File: src/rtl/sparse_stream_decoder.sv
// rtl/sparse_stream_decoder.sv - raw compressed activation stream to decoded token stream
// Tracks row/column position, flags malformed streams and ends each stream with a sync token.
module sparse_stream_decoder #(
   parameter int STREAM_WORD_WIDTH       = 16,
   parameter int ACTIVATION_BIT_WIDTH    = 8,
   parameter int CHANNEL_VALUE_BIT_WIDTH = 6,
   parameter int COLUMN_VALUE_BIT_WIDTH  = 8,
   parameter int ROW_VALUE_BIT_WIDTH     = 2
) (
   input  logic                               clk,
   input  logic                               reset,
   input  logic                               i_start,
   input  logic [CHANNEL_VALUE_BIT_WIDTH:0]   i_num_channels,
   input  logic [COLUMN_VALUE_BIT_WIDTH:0]    i_num_columns,
   input  logic [STREAM_WORD_WIDTH-1:0]       i_stream_data,
   input  logic                               i_stream_valid,
   output logic                               o_stream_ready,
   output logic [ACTIVATION_BIT_WIDTH-1:0]    o_data,
   output logic [CHANNEL_VALUE_BIT_WIDTH-1:0] o_channel,
   output logic [ROW_VALUE_BIT_WIDTH-1:0]     o_relative_row,
   output logic                               o_toggled_column,
   output logic                               o_last_column,
   output logic                               o_sync,
   output logic                               o_valid,
   input  logic                               i_ready,
   output logic                               o_error,
   output logic                               o_busy
);

   localparam int ACT_W = ACTIVATION_BIT_WIDTH;
   localparam int CH_W  = CHANNEL_VALUE_BIT_WIDTH;
   localparam int COL_W = COLUMN_VALUE_BIT_WIDTH;
   localparam int ROW_W = ROW_VALUE_BIT_WIDTH;
   localparam int TOK_W = ACT_W + CH_W + ROW_W + 3;

   localparam logic [1:0] ST_IDLE = 2'd0;
   localparam logic [1:0] ST_RUN  = 2'd1;
   localparam logic [1:0] ST_DONE = 2'd2;

   localparam logic [1:0] WT_ACT  = 2'b00;
   localparam logic [1:0] WT_COL  = 2'b01;
   localparam logic [1:0] WT_ROW  = 2'b10;
   localparam logic [1:0] WT_SYNC = 2'b11;

   logic [1:0]       state;
   logic [TOK_W-1:0] fifo_mem [0:1];
   logic             rd_ptr;
   logic             wr_ptr;
   logic [1:0]       fifo_count;

   logic [ROW_W-1:0] row_q;
   logic [COL_W-1:0] col_q;
   logic             toggle_q;
   logic             last_q;
   logic             error_q;

   logic [1:0]       word_type;
   logic [CH_W-1:0]  word_channel;
   logic [ACT_W-1:0] word_data;
   logic             accept;
   logic             chan_ok;
   logic             push;
   logic             pop;
   logic             start_ok;
   logic [TOK_W-1:0] push_token;
   logic [TOK_W-1:0] head_token;
   logic [COL_W:0]   col_next;
   logic             col_overflow;
   logic [COL_W-1:0] col_max;

   assign word_type    = i_stream_data[STREAM_WORD_WIDTH-1 -: 2];
   assign word_channel = i_stream_data[ACT_W +: CH_W];
   assign word_data    = i_stream_data[ACT_W-1:0];

   // Ready depends only on registered state so the source never sees a combinational loop.
   assign o_stream_ready = (state == ST_RUN) && (fifo_count < 2'd2);
   assign accept         = i_stream_valid && o_stream_ready;
   assign chan_ok        = {1'b0, word_channel} < i_num_channels;
   assign push           = accept && (((word_type == WT_ACT) && chan_ok) || (word_type == WT_SYNC));
   assign o_valid        = (fifo_count != 2'd0);
   assign pop            = o_valid && i_ready;
   assign start_ok       = i_start && ((state == ST_IDLE) || ((state == ST_DONE) && (fifo_count == 2'd0)));

   assign col_next     = {1'b0, col_q} + {{COL_W{1'b0}}, 1'b1};
   assign col_overflow = (col_next >= i_num_columns);
   assign col_max      = i_num_columns[COL_W-1:0] - {{(COL_W-1){1'b0}}, 1'b1};

   assign push_token = (word_type == WT_SYNC)
                     ? {{ACT_W{1'b0}}, {CH_W{1'b0}}, {ROW_W{1'b0}}, 1'b0, 1'b0, 1'b1}
                     : {word_data, word_channel, row_q, toggle_q, last_q, 1'b0};

   assign head_token = o_valid ? fifo_mem[rd_ptr] : {TOK_W{1'b0}};

   assign o_data           = head_token[TOK_W-1 -: ACT_W];
   assign o_channel        = head_token[ROW_W+3 +: CH_W];
   assign o_relative_row   = head_token[3 +: ROW_W];
   assign o_toggled_column = head_token[2];
   assign o_last_column    = head_token[1];
   assign o_sync           = head_token[0];
   assign o_error          = error_q;
   assign o_busy           = (state == ST_RUN);

   always_ff @(posedge clk or posedge reset) begin
      if (reset) begin
         fifo_mem[0] <= {TOK_W{1'b0}};
         fifo_mem[1] <= {TOK_W{1'b0}};
         rd_ptr      <= 1'b0;
         wr_ptr      <= 1'b0;
         fifo_count  <= 2'd0;
      end else begin
         if (push) begin
            fifo_mem[wr_ptr] <= push_token;
            wr_ptr           <= ~wr_ptr;
         end
         if (pop) begin
            rd_ptr <= ~rd_ptr;
         end
         case ({push, pop})
            2'b10:   fifo_count <= fifo_count + 2'd1;
            2'b01:   fifo_count <= fifo_count - 2'd1;
            default: fifo_count <= fifo_count;
         endcase
      end
   end

   always_ff @(posedge clk or posedge reset) begin
      if (reset) begin
         state <= ST_IDLE;
      end else begin
         case (state)
            ST_IDLE: if (start_ok) state <= ST_RUN;
            ST_RUN:  if (accept && (word_type == WT_SYNC)) state <= ST_DONE;
            ST_DONE: if (start_ok) state <= ST_RUN;
            default: state <= ST_IDLE;
         endcase
      end
   end

   always_ff @(posedge clk or posedge reset) begin
      if (reset) begin
         row_q    <= {ROW_W{1'b0}};
         col_q    <= {COL_W{1'b0}};
         toggle_q <= 1'b0;
         last_q   <= 1'b0;
      end else if (accept) begin
         case (word_type)
            WT_COL: begin
               toggle_q <= ~toggle_q;
               last_q   <= i_stream_data[0];
               col_q    <= col_overflow ? col_max : col_next[COL_W-1:0];
            end
            WT_ROW: begin
               row_q    <= i_stream_data[ROW_W-1:0];
               col_q    <= {COL_W{1'b0}};
               toggle_q <= 1'b0;
               last_q   <= 1'b0;
            end
            WT_SYNC: begin
               row_q    <= {ROW_W{1'b0}};
               col_q    <= {COL_W{1'b0}};
               toggle_q <= 1'b0;
               last_q   <= 1'b0;
            end
            default: ;
         endcase
      end
   end

   // Sticky until the next accepted start; decoding carries on regardless.
   always_ff @(posedge clk or posedge reset) begin
      if (reset) begin
         error_q <= 1'b0;
      end else if (start_ok) begin
         error_q <= 1'b0;
      end else if (accept && (((word_type == WT_ACT) && !chan_ok) ||
                              ((word_type == WT_COL) && col_overflow))) begin
         error_q <= 1'b1;
      end
   end

endmodule

File: config.mk
export PLATFORM = sky130hd
export DESIGN_NAME = sparse_stream_decoder
export DESIGN_NICKNAME = d
export VERILOG_FILES = /design/src/rtl/sparse_stream_decoder.sv
export SDC_FILE = /design/constraint.sdc
export NUM_CORES = 1
export LEC_CHECK = 0
export ABC_AREA = 1
export BUFFER_PORTS_ARGS = -buffer_cell sky130_fd_sc_hd__buf_2
export CORE_MARGIN = 2
export CORE_UTILIZATION = 51
export DETAILED_ROUTE_END_ITERATION = 10
export GPL_ROUTABILITY_DRIVEN = 0
export PLACE_DENSITY = 0.78
export SLEW_MARGIN = 20
export SYNTH_ARGS = -nofsm -noshare
export SYNTH_HDL_FRONTEND = slang
export SYNTH_SLANG_ARGS = --single-unit
File: constraint.sdc
create_clock -name clk -period 2.2 [get_ports clk]
set_input_delay 0.44 -clock clk [delete_from_list [all_inputs] [get_ports clk]]
set_output_delay 0.44 -clock clk [all_outputs]
set_load 0.005 [all_outputs]
==> parameters.txt <==
Parameter                              Value

CTS
  CTS clock-pin slew for the worst setup and hold paths ... 70 ps
  Post-CTS Hold Fix Bufs ... 0
  TritonCTS clock tree ... built
  # clock sinks ... 57
  H-tree lvl count ... 3
  Total CTS buffers ... 9
  Worst-skew pair later-pin latency ... 340 ps
  Clock buffer depth ... 2
  Clock tree root driver cell ... sky130_fd_sc_hd__clkbuf_8

Global route
  Aggregate global-route resource usage ... 24.5%
  First-pass GRT wire length ... 14.4 mm
  Number of global-route vias before repair ... 3191
  Maximum number of pins on one net before global-route repair ... 41
  Antenna violations before repair ... 0
  GR Overflow Total ... 0

Synth
  Synth Warn # ... 0
  Largest family of logic cells by synthesized area ... simple AND/OR/NAND/NOR gates
  Number of flops mapped to enable cells by yosys ... 0
  Syn_area_per_cell ... 7.21 um2
  Top-area cell type share of the netlist area ... 41.1%
  Compound-gate portion of the synthesized area ... 5.37%
  Mux cell area share after synthesis ... 0%
  Predominant post-synthesis flop cell ... sky130_fd_sc_hd__dfrtp_1
  Share of synthesized registers carrying an async set or reset ... 100%
  Number of nets in the synthesized netlist ... 536
  Synthesized cell area ... 3470 um2
  Number of different library cells in the post-synthesis netlist ... 30
  Adder-cell share of the synthesized area ... 6.12%
  Synthesized-area fraction occupied by and/or/nand/nor cells ... 34.6%
  Cell type contributing the most total cell area after synthesis ... sky130_fd_sc_hd__dfrtp_1
  Synthesized-area fraction occupied by xor and xnor cells ... 2.77%
  Most common library cells after synthesis ... sky130_fd_sc_hd__nand2_1, sky130_fd_sc_hd__nand3_1, sky130_fd_sc_hd__inv_1
  Most common cell in the synthesized netlist ... sky130_fd_sc_hd__nand2_1
  Synthesized instance count ... 482
  Register area share after synthesis ... 41.1%
  Count of state elements after synthesis ... 57
  Largest cells by area after synthesis ... sky130_fd_sc_hd__dfrtp_1, sky130_fd_sc_hd__nand2_1, sky130_fd_sc_hd__nand3_1

Timing
  Hold Violations, Final ... 0
  Highest attainable clock frequency ... 462 MHz
  Final period util ... 98.3%
  Worst-margin pin slew ... 573 ps
  Minimum clock period after layout ... 2160 ps
  Max Transition Viols Final ... 0
  Setup skew after layout ... 10.1 ps
  RSZ-0062 raised after global routing ... yes
  Final number of setup-violating endpoints ... 0
  Setup slack after layout ... 37.3 ps
  Worst Hold Margin ... 123 ps
  Relative max-transition margin ... 61.5%

Cells and area
  Area taken by flip-flops and latches ... 1430 um2
  Nets ... 602
  Final Instance Count excl. Fillers ... 633
  Final antenna diode count ... 0
  Area used by multi-input combinational logic ... 1830 um2
  Syn-to-layout area delta ... 21.4%
  Layout cell share with drive strength beyond 1 ... 22.4%
  Fill count ... 588

Power and ir drop
  Max rail drop VDD ... 0.787 mV
  Cell internal power dissipation ... 2670 uW
  Proportion of total power due to net switching ... 39.8%
  Clock share of power ... 22.2%
  Power density over the cells ... 1050 nW/um2
  Net switching power figure ... 1760 uW
  Power Total ... 4440 uW
  Combinational Power Share ... 39.2%
  Relative contribution of sequential cells to total power ... 38.5%
  Static Leakage ... 0.00236 uW

Floorplanning
  Core area ... 6680 um2
  Initial standard-cell utilization of the core ... 52.0%
  I/O Pins ... 60
  Die ar. ... 7490 um2
  Row count ... 30
  Die outline height ... 86.5 um
  Chip Width ... 86.5 um

Critical path
  Arrival @ worst endpoint ... 2430 ps
  Crit path largest cell delay ... 430 ps
  Crit Path Max Fanout ... 8
  Required time reported for the critical path endpoint ... 2470 ps
  CP Class ... reg -> reg
  Category of the worst setup path capture point ... register
  Slowest cell on crit path ... sky130_fd_sc_hd__dfrtp_1
  Cell type with the highest occurrence count on the critical path ... sky130_fd_sc_hd__nor2_4
  Startpoint type of the worst setup path ... register
  Ordered cell list for the critical path ... ha_4 > nand3_4 > nor2_4 > nand3_2 > nor2_2 > ha_1 > a21oi_2 > o21a_1 > nand2_4 > nor2_4 > nand2_1 > nand3_1

Detailed routing
  ANT nets after route ... 0
  Router iterations before antenna repair ... 5
  DRT iter0 DRCs ... 189
  WL per Instance ... 13.7 um
  Ratio of routed vias to standard cells ... 5.20
  DRC violations left ... 0
  Final routed wirelength across all metal layers ... 8.68 mm
  Vias post-DR ... 3291

Flow run
  Number of max-capacitance violations reported ... 0

Placement
  HPWL after detailed placement ... 5.77 mm
  Setup slack at placement ... -127 ps
  Total instance count after detailed placement ... 616
  Count of buffers inserted at the top-level ports ... 59

Run status
  Outcome ... complete, no violations

Hold path
  Type of the most critical hold path ... in -> async
[cell type report]
cell class	instances	share of cell area, %
inverter	64	5.79
clock inverter	5	1.31
timing repair buffer	73	9.97
tap	80	2.37
clock buffer	11	3.35
sequential	57	33.9
multi-input combinational	343	43.4
[metal layers]
layer	up-vias	routed length [um]	track usage, %
met3	13	519	4.48
met1	1527	3850	33.3
li1	1634	-	-
met5	-	0	0
met4	0	136	10.5
met2	117	4170	38.6
[placed cells by master, fill, tap and decap left out, drive strengths merged]
master / instances
clkinv: 4
nand3b: 1
inv: 61
ha: 17
nand4: 2
o21a: 2
bufinv: 1
nor2: 32
nor3: 3
dfrtp: 57
nand2: 176
buf: 73
nand3: 66
o21ai: 5
clkbuf: 11
o22ai: 1
clkinvlp: 3
xor2: 9
a21o: 1
o211ai: 1
xnor2: 2
a21oi: 25
[worst max-delay path, delay by kind of cell, from the launching register on]
family / cells / cell delay (ps)
AO/OA/AOI/OAI: 2 / 310
adder cells (fa/ha/maj): 2 / 430
flip-flops: 1 / 430
AND/OR/NAND/NOR: 8 / 910
[flip-flops by register name (all words and copies together), names as in the netlist]
register    cells
state           2
col_q           8
fifo_count      2
wr_ptr          1
fifo_mem       38
last_q          1
o_error         1
rd_ptr          1
toggle_q        1
row_q           2
[metrics by stage]
| stage | TNS (ps) | area (um2) | utilization, % |
|---|---|---|---|
| 2_1_floorplan | 0 | 3470 | - |
| 3_3_place_gp | -790 | 3870 | 57.9 |
| 3_5_place_dp | -2640 | 3870 | 57.9 |
| 4_1_cts | 0 | 4090 | 61.2 |
| 5_1_grt | -444 | 4220 | 63.1 |
| 6_report | 0 | 4220 | 63.1 |
[cell families (layout without fill, tap and decap cells)]
logic type,count (synthesis),after routing
adder cells (fa/ha/maj),17,17
AND/OR/NAND/NOR,280,280
XOR/XNOR,11,11
AO/OA/AOI/OAI,35,35
buffers and inverters,82,153
flip-flops,57,57
[power by group through the flow]
stage / clock [uW] / sequential, uW / combinational (uW)
after CTS: 997 / 1690 / 1720
after detailed placement: 0 / 1700 / 1710
after global routing: 1050 / 1760 / 1980
after floorplan: 0 / 1660 / 1150
after global placement: 0 / 1690 / 1660
final: 986 / 1710 / 1740
[path summary, 6_finish.rpt]
kind | slack [ps] | startpoint | endpoint | cells past startpoint
min reg2reg | 470 | fifo_mem[23] | fifo_mem[23] | 2
min in group clk | 410 | i_stream_data[0] | last_q | 3
max in group asynchronous | 1480 | reset | col_q[2] | 3
min | 120 | reset | fifo_mem[14] | 2
max reg2reg | 40 | col_q[1] | col_q[6] | 12
max | 40 | col_q[1] | col_q[6] | 12
[what timing repair did]
item | CTS | global route
gates resized for setup | 7 | 22
setup buffers | 0 | 2
pin swaps | 0 | 10
setup endpoints to repair | 8 | 10
Power figures use the tool's default switching activity.
